### src/rtl/ghost_loc_ctrl.sv
// rtl/ghost_loc_ctrl.sv - greedy two-ghost chase controller with proximity scorer and period counter
// Purpose: once per DELAY-clock period, scores the four neighbours of each ghost
// against pacman and registers the cheapest one as that ghost's next cell.
// Ports:
//   CLOCK_50                      system clock, rising edge
//   reset                         asynchronous active-low reset
//   enable                        allows a new evaluation to start from INIT
//   wrdone                        one-cycle commit pulse: curr <= next, prev <= curr
//   curr_pacman_x / curr_pacman_y pacman column (6b) / row (5b)
//   curr_ghostN_x / curr_ghostN_y committed ghost positions
//   next_ghostN_x / next_ghostN_y chosen next positions
module ghost_loc_ctrl #(
  parameter int DELAY = 30000000
) (
  input  logic       CLOCK_50,
  input  logic       reset,
  input  logic       enable,
  input  logic       wrdone,
  input  logic [5:0] curr_pacman_x,
  input  logic [4:0] curr_pacman_y,
  output logic [5:0] curr_ghost1_x,
  output logic [4:0] curr_ghost1_y,
  output logic [5:0] curr_ghost2_x,
  output logic [4:0] curr_ghost2_y,
  output logic [5:0] next_ghost1_x,
  output logic [4:0] next_ghost1_y,
  output logic [5:0] next_ghost2_x,
  output logic [4:0] next_ghost2_y
);

  localparam int CW = (DELAY > 1) ? $clog2(DELAY) : 1;
  localparam logic [CW-1:0] CNT_MAX = CW'(DELAY - 1);
  localparam logic [10:0] G1_HOME = {6'd16, 5'd13};
  localparam logic [10:0] G2_HOME = {6'd23, 5'd13};

  // Scan states are numbered so that (state-1) encodes {ghost, dir[1:0], compare}.
  typedef enum logic [4:0] {
    INIT, C1U_H, C1U, C1D_H, C1D, C1L_H, C1L, C1R_H, C1R,
    C2U_H, C2U, C2D_H, C2D, C2L_H, C2L, C2R_H, C2R, DONE
  } state_t;

  state_t state_q, state_d;
  logic [CW-1:0] counter_q, counter_d;
  // Positions are packed as {x[5:0], y[4:0]}.
  logic [10:0] curr1_q, curr1_d, curr2_q, curr2_d;
  logic [10:0] next1_q, next1_d, next2_q, next2_d;
  logic [10:0] prev1_q, prev1_d, prev2_q, prev2_d;
  logic [10:0] pos1_q, pos1_d, pos2_q, pos2_d;
  logic [10:0] min1_q, min1_d, min2_q, min2_d;
  logic [7:0]  minv1_q, minv1_d, minv2_q, minv2_d;
  logic [7:0]  cost_q, cost_d;

  logic [3:0]  scan_idx;
  logic        sel_g2;
  logic [1:0]  dir;
  logic        is_cmp;
  logic [10:0] base, prev_sel, cand;
  logic [5:0]  cx, dx;
  logic [4:0]  cy, dy;

  // Ghost map function: candidate cell for the current scan state and its cost.
  // The cost is registered, so a hold state presents the cell and the following
  // compare state sees the matching cost in cost_q.
  always_comb begin
    scan_idx = 4'(state_q - 5'd1);
    sel_g2   = scan_idx[3];
    dir      = scan_idx[2:1];
    is_cmp   = scan_idx[0];
    base     = sel_g2 ? pos2_q : pos1_q;
    prev_sel = sel_g2 ? prev2_q : prev1_q;
    cx       = base[10:5];
    cy       = base[4:0];
    case (dir)
      2'd0:    cy = base[4:0] - 5'd1;
      2'd1:    cy = base[4:0] + 5'd1;
      2'd2:    cx = base[10:5] - 6'd1;
      default: cx = base[10:5] + 6'd1;
    endcase
    cand = {cx, cy};
    dx   = (cx > curr_pacman_x) ? (cx - curr_pacman_x) : (curr_pacman_x - cx);
    dy   = (cy > curr_pacman_y) ? (cy - curr_pacman_y) : (curr_pacman_y - cy);
    // Off-grid cells (including wrapped 0-1) and the reversal cell are blocked.
    if (cx > 6'd39 || cy > 5'd29 || cand == prev_sel) begin
      cost_d = 8'd255;
    end else begin
      cost_d = {2'b00, dx} + {3'b000, dy};
    end
  end

  always_comb begin
    state_d = state_q;
    curr1_d = curr1_q;
    curr2_d = curr2_q;
    next1_d = next1_q;
    next2_d = next2_q;
    prev1_d = prev1_q;
    prev2_d = prev2_q;
    pos1_d  = pos1_q;
    pos2_d  = pos2_q;
    min1_d  = min1_q;
    min2_d  = min2_q;
    minv1_d = minv1_q;
    minv2_d = minv2_q;

    case (state_q)
      INIT: begin
        pos1_d  = curr1_q;
        pos2_d  = curr2_q;
        // Seed of 254 lets any legal cell win while all-blocked keeps the ghost put.
        min1_d  = curr1_q;
        min2_d  = curr2_q;
        minv1_d = 8'd254;
        minv2_d = 8'd254;
        if (enable) state_d = C1U_H;
      end
      DONE: begin
        next1_d = min1_q;
        next2_d = min2_q;
        if (counter_q == '0) state_d = INIT;
      end
      default: begin
        state_d = state_t'(state_q + 5'd1);
        // Strict less-than: ties keep the earlier candidate in up/down/left/right order.
        if (is_cmp && !sel_g2 && cost_q < minv1_q) begin
          min1_d  = cand;
          minv1_d = cost_q;
        end
        if (is_cmp && sel_g2 && cost_q < minv2_q) begin
          min2_d  = cand;
          minv2_d = cost_q;
        end
      end
    endcase

    // Cleared on entering and leaving INIT so the first scan state sees zero.
    if (state_q == INIT || state_d == INIT) begin
      counter_d = '0;
    end else if (counter_q == CNT_MAX) begin
      counter_d = '0;
    end else begin
      counter_d = counter_q + CW'(1);
    end

    // Commit uses the registered next, so a coincident DONE update lands a period later.
    if (wrdone) begin
      curr1_d = next1_q;
      curr2_d = next2_q;
      prev1_d = curr1_q;
      prev2_d = curr2_q;
    end
  end

  always_ff @(posedge CLOCK_50 or negedge reset) begin
    if (!reset) begin
      state_q   <= INIT;
      counter_q <= '0;
      curr1_q   <= G1_HOME;
      curr2_q   <= G2_HOME;
      next1_q   <= G1_HOME;
      next2_q   <= G2_HOME;
      prev1_q   <= G1_HOME;
      prev2_q   <= G2_HOME;
      pos1_q    <= G1_HOME;
      pos2_q    <= G2_HOME;
      min1_q    <= G1_HOME;
      min2_q    <= G2_HOME;
      minv1_q   <= 8'd254;
      minv2_q   <= 8'd254;
      cost_q    <= 8'd255;
    end else begin
      state_q   <= state_d;
      counter_q <= counter_d;
      curr1_q   <= curr1_d;
      curr2_q   <= curr2_d;
      next1_q   <= next1_d;
      next2_q   <= next2_d;
      prev1_q   <= prev1_d;
      prev2_q   <= prev2_d;
      pos1_q    <= pos1_d;
      pos2_q    <= pos2_d;
      min1_q    <= min1_d;
      min2_q    <= min2_d;
      minv1_q   <= minv1_d;
      minv2_q   <= minv2_d;
      cost_q    <= cost_d;
    end
  end

  assign curr_ghost1_x = curr1_q[10:5];
  assign curr_ghost1_y = curr1_q[4:0];
  assign curr_ghost2_x = curr2_q[10:5];
  assign curr_ghost2_y = curr2_q[4:0];
  assign next_ghost1_x = next1_q[10:5];
  assign next_ghost1_y = next1_q[4:0];
  assign next_ghost2_x = next2_q[10:5];
  assign next_ghost2_y = next2_q[4:0];

endmodule

### config.mk
export PLATFORM = sky130hd
export DESIGN_NAME = ghost_loc_ctrl
export DESIGN_NICKNAME = d
export VERILOG_FILES = /design/src/rtl/ghost_loc_ctrl.sv
export SDC_FILE = /design/constraint.sdc
export NUM_CORES = 1
export LEC_CHECK = 0
export CORE_ASPECT_RATIO = 1.5
export CORE_UTILIZATION = 40
export DETAILED_ROUTE_END_ITERATION = 12
export PLACE_DENSITY_LB_ADDON = 0.05
export RECOVER_POWER = 50
export SYNTH_ARGS = -nofsm -noshare
export SYNTH_HDL_FRONTEND = slang
export SYNTH_SLANG_ARGS = --single-unit
### constraint.sdc
create_clock -name CLOCK_50 -period 6.1 [get_ports CLOCK_50]
set_input_delay 1.22 -clock CLOCK_50 [delete_from_list [all_inputs] [get_ports CLOCK_50]]
set_output_delay 1.22 -clock CLOCK_50 [all_outputs]
set_load 0.005 [all_outputs]
# After elaboration in Yosys (flattened, before gate mapping)
# Cells that the tools add are included.
totals:
  register_bits: 164
  input_bits: 15
  out_inout_bits: 44
  elab_cells: 76
op_classes:
  addsub: 12
  n_lt_le_gt_ge: 6
  eq_ne: 5
  muxes: 20
  n_bitwise: 1
  reduce_logical: 17
op_table:
  columns: ["cell", "count"]
  rows:
  - ["two-way mux 25 bit", 2]
  - ["two-way mux 11 bit", 4]
  - ["one-hot mux 11 bit (2 select lines)", 2]
  - ["one-hot mux 8 bit (2 select lines)", 2]
  - ["adder 25 x 1 -> 25 bit, second input constant", 1]
  - ["equality test 25 bit, second input constant", 1]
  - ["zero test 25 bit", 1]
  - ["two-way mux 8 bit", 3]
  - ["one-hot mux 5 bit (2 select lines)", 2]
  - ["< comparator 8 bit", 2]
  - ["two-way mux 5 bit", 3]
  - ["one-hot mux 6 bit (2 select lines)", 1]
  - ["subtractor 6 bit", 2]
  - ["equality test 11 bit", 1]
  - ["adder 5 x 1 -> 5 bit, second input constant", 2]
  - ["zero test 5 bit", 2]
  - ["subtractor 5 bit", 2]
  - ["adder 6 x 5 -> 7 bit", 1]
  - ["adder 6 x 1 -> 6 bit, second input constant", 1]
  - ["greater-than comparator 6 bit", 1]
  - ["greater-than comparator 6 bit, second input constant", 1]
  - ["two-way mux 6 bit", 1]
  - ["subtractor 6 x 1 -> 6 bit, second input constant", 1]
  - ["equality test 5 bit, second input constant", 1]
  - ["other kinds (14)", 21]

# Logic depth before layout (Yosys ltp)
depth:
  word_depth: 8
  mapped_depth: 29
  mapped_depth_nobuf: 25

# Worst setup path after synthesis
# No wires, ideal clock.
synth_timing:
  path_kind: "reg2reg"
  startpoint: "reg state_q[0]"
  endpoint: "reg cost_q[5]"
  setup_ns: 0.067
  arrival_ns: 6.128
  required_time_ns: 6.033
  path_slack_ns: -0.095
  path_stages_with_launch: 30
  n_path_buf: 4
  synth_period_minus_slack_ns: 6.195
  cell_sequence: "dfrtp_1 -> clkbuf_1 -> inv_1 -> ha_1 -> xor2_1 -> buf_2 -> and2_1 -> ha_1 -> clkbuf_1 -> a21o_1 -> or2_2 -> or3_1 -> o311a_1 -> nand3_1 -> inv_1 -> ha_1 -> or2_2 -> o311a_1 -> buf_4 -> mux2i_1 -> a221o_1 -> nand2_1 -> nand2_1 -> xor2_1 -> ha_1 -> inv_1 -> o21bai_1 -> a21oi_1 -> xnor3_1 -> nand3_1"
synth_via:
  elab_chain_cells: 8
synth_rtl:
  columns: ["item", "line", "source"]
  rows:
  - ["from (decl)", "42", "state_t state_q, state_d;"]
  - ["from (signal assigned)", "171", "state_q <= state_d;"]
  - ["subtractor 4 x 1 -> 4 bit (*)", "65", "scan_idx = 4'(state_q - 5'd1);"]
  - ["two-way mux 11 bit, or another cell as far along", "69", "base = sel_g2 ? pos2_q : pos1_q;"]
  - ["adder 6 x 1 -> 6 bit, or another cell as far along", "77", "default: cx = base[10:5] + 6'd1;"]
  - ["one-hot mux 6 bit (2 select lines) / one-hot mux 5 bit (2 select lines) (equally long branches)", "73", "case (dir)"]
  - ["subtractor 6 bit, or another cell as far along", "80", "dx = (cx > curr_pacman_x) ? (cx - curr_pacman_x) : (curr_pacman_x - cx);"]
  - ["two-way mux 6 bit, or another cell as far along", "80", null]
  - ["adder 6 x 5 -> 7 bit / logical OR 1 bit (equally long branches)", "86, 83", null]
  - ["two-way mux 8 bit (*)", "83", "if (cx > 6'd39 || cy > 5'd29 || cand == prev_sel) begin"]
  - ["via cost_d[5]", "51", "logic [7:0] cost_q, cost_d;"]
  - ["to (signal assigned)", "185", "cost_q <= cost_d;"]
  - ["to (decl)", "51", null]
# The timed path passes the listed nets; every way through them passes the cells marked *.
# A chain may end at the register's enable or synchronous reset.

# Worst setup path in the final report
layout_timing:
  startpoint: "reg state_q[2]"
  endpoint: "reg cost_q[5]"
# The elaborated chain is that of the path after synthesis.

==> impl_results.md <==
- Leading cell types by total area after synthesis: dfrtp_1, dfstp_2, mux2_2
- Slew Viols, Final: 174
- Vias per inst: 5.26
- Number of cells on the worst hold path: 2
- Die ar.: around 0.024 mm2
- Most frequent cell after synthesis: nand2_1
- Clock sink total: between 150 and 200
- Unrepaired setup endpoints after global routing: false
- Number of CTS-inserted buffers: 17
- Critical Path Max Stage Delay: 0.57 ns
- Arrival time at the worst endpoint: around 6.1 ns
- Largest driver fanout on the critical path: 7
- Die extent in x: 126 um
- Number of iterations in the first detailed-routing pass: 4
- Die Y-Extent: 189 um
- Slew at the pin closest to its max-slew limit: 4.21 ns
- Kind of end point of the critical path: flop
- Fraction of registers with async set or reset after synthesis: 1.00
- Average routed wire per standard cell: 18.6 um
- Placeable core area: 0.0226 mm2
- Maximum clock frequency: 173 MHz
- Setup crit start kind: flop
- Endpoints failing hold: 0
- Required time of the worst setup path: 6.46 ns
- Seq/Total Area, Yosys: 0.453
- Count of synthesis-stage warnings from yosys: 0
- Max Clock Skew: 0.00675 ns
- Worst slew slack as a fraction of its limit: -1.80
- Mapped Cells: 902
- Worst-case setup margin in the final layout: 0.332 ns
- Wire length of the first global-routing pass: 37.7 mm
- Max-cap violations: 3
- Top cell types by occurrence after synthesis: nand2_1, dfrtp_1, nor2_1
- Total standard cell area after synthesis: about 0.0093 mm2
- Distinct cell type count of the synthesized netlist: 74
- Yosys top cell area share: 0.235
- Slowest stage cell on the critical path: or4_1
- Outcome: finished, violations left
- Sum of net half-perimeters after detailed placement: 17.1 mm
- Initial core utilization: 0.411
- Number of buffers inserted by post-CTS setup repair: 0
- Fraction of layout instances using a drive strength above 1: 0.228
- Cells traversed along the worst timing path: or4_1 > nand2_2 > mux2_1 > ha_2 > a21o_1 > or2_2 > or3_1 > o311a_1 > nand3_1 > inv_1 > ha_1 > or2_2 > o311a_4 > mux2i_1 > a221o_1 > nand2_1 > nand2_1 > xor2_1 > ha_1 > inv_1 > o21bai_1 > a21oi_1 > xnor3_1 > nand3_1
- TritonCTS clock tree: yes
- Filler cell count in the final layout: 2,148
- FF+latch count, synth: 164
- Antenna violations before repair: 0
- Detailed router's first-iteration violation count: 260
- Buffer depth of the longest clock path: 2
- Port Buffers: 58
- Layout Area Growth over Synthesis: 16.5%
- Post-synth top flop: dfrtp_1
- Clock-pin slew reported for the worst setup and hold paths after clock tree synthesis: 0.06 ns
- Std-Cell Rows: 67
- Number of nets in the layout: approximately 1,000
- Post-synthesis area per instance: 10.3 um2
- Drt total wl: ~23 mm
- Post-route antenna net violation count: 0
- Number of global-route vias before repair: 6,685
- Tcrit/Tclk final: 0.946
- Number of enable-type register cells in the synthesized netlist: 0
- Clock tree root driver cell: clkbuf_16
- GRT Residual Overflow: 0
- Global-route total usage across every layer: 0.209
- Largest area contributor in the synthesized netlist: dfrtp_1
- Clk_lat worst skew: 0.43 ns
- IO Pins: just under 60
- Antenna diodes: 0
- Setup TNS Final: 0 ns
- Classification of the worst setup path: reg2reg
- DRC violations left: 0
- Total number of vias: 6,602
- Worst hold path type: reg2reg
- Pre-CTS setup slack: between 0.2 and 0.25 ns
- Setup violation total in the final timing report: 0
- Pin count of the biggest net entering global routing: 81
- Post-Synthesis Net Count: 978
- R2R cell count: 24
- Violated checks: max-capacitance violations, max-slew violations
- Min Clock Period, post-route: 5.77 ns
- Final weighted congestion in routability-driven placement: 0.836
- Deepest level of the CTS H-tree: 4
[stage by stage]
step                      std cells  instance area (um2)   util  hold slack, ns
after CTS                      1256                10800  0.480           0.462
after detailed placement       1224                10300  0.455           0.451
final                          1256                10800  0.479           0.458
after global routing           1256                10800  0.479           0.477
after floorplan                 902                 9290      -           0.436
after global placement         1224                10300  0.455           0.449
[worst paths after layout]
check                           startpoint          to  slack, ns
worst max register to register  state_q[2]   cost_q[5]       0.33
min in group asynchronous            reset  next2_q[4]       2.27
max in group asynchronous            reset  prev1_q[5]       1.05
worst min-delay path             pos1_q[2]   pos1_q[2]       0.46
worst max-delay path            state_q[2]   cost_q[5]       0.33
worst min register to register   pos1_q[2]   pos1_q[2]       0.46
[registers in the layout, indices dropped and copies added, names as in the netlist]
register   flops
counter_q     25
pos1_q        11
minv2_q        8
cost_q         8
curr2_q       11
state_q        5
minv1_q        8
curr1_q       11
prev2_q       11
next2_q       11
pos2_q        11
prev1_q       11
min2_q        11
min1_q        11
next1_q       11
[cell type report]
cell class              count  area (um2)  share of cell area
well taps                 276         345              0.0319
multi-input cells         637        4700               0.435
clock buffers              22         475              0.0440
repair buffers             83         747              0.0691
clock inverters            10         100             0.00926
inverters                  64         240              0.0222
flip-flops and latches    164        4200               0.389
[worst max-delay path: cells and delay by family (launching register included)]
| family | cells | cell delay (ns) |
|---|---|---|
| xor+xnor | 2 | 0.38 |
| fa+ha+maj | 3 | 0.94 |
| mux | 2 | 0.49 |
| simple gates | 9 | 1.99 |
| compound gates | 6 | 1.31 |
| buf+inv | 2 | 0.17 |
| flops | 1 | 0.42 |
[per-layer routing]
| metal | global-route usage | up-vias | part of all wire |
|---|---|---|---|
| met1 | 0.278 | 3232 | 0.45 |
| met2 | 0.336 | 115 | 0.48 |
| met5 | 0 | - | 0 |
| met3 | 0.0324 | 34 | 0.034 |
| li1 | - | 3221 | - |
| met4 | 0.0908 | 0 | 0.035 |
[logic make-up after synthesis]
family                   after synthesis  share of synthesized area
AO/OA/AOI/OAI                        139                     0.0982
buffers and inverters                101                     0.0440
flip-flops                           164                      0.453
multiplexers                         100                      0.121
XOR/XNOR                              57                     0.0561
adder cells (fa/ha/maj)               61                     0.0879
AND/OR/NAND/NOR                      280                      0.140
[what timing repair did]
item | in CTS | in global routing
setup endpoints to repair | 0 | 1
resized for setup | 0 | 4
hold buffers | 0 | 0
[cells in the final DEF, fill, tap and decap left out, types with 9 or more instances in the layout]
cell	n
clkbuf_16	18
ha_1	53
mux2i_1	21
nand3_1	24
clkdlybuf4s50_1	56
buf_4	20
o21ai_0	32
inv_1	63
nor4_1	9
nand2b_1	9
dfrtp_1	87
mux2_2	70
xnor2_1	32
a21oi_1	42
nand2_1	103
xor2_1	22
nor2_1	80
a21o_1	14
dfstp_2	77
Power is not shown: default switching activity piles up to over one toggle a cycle in this logic, so the estimate is an artifact.
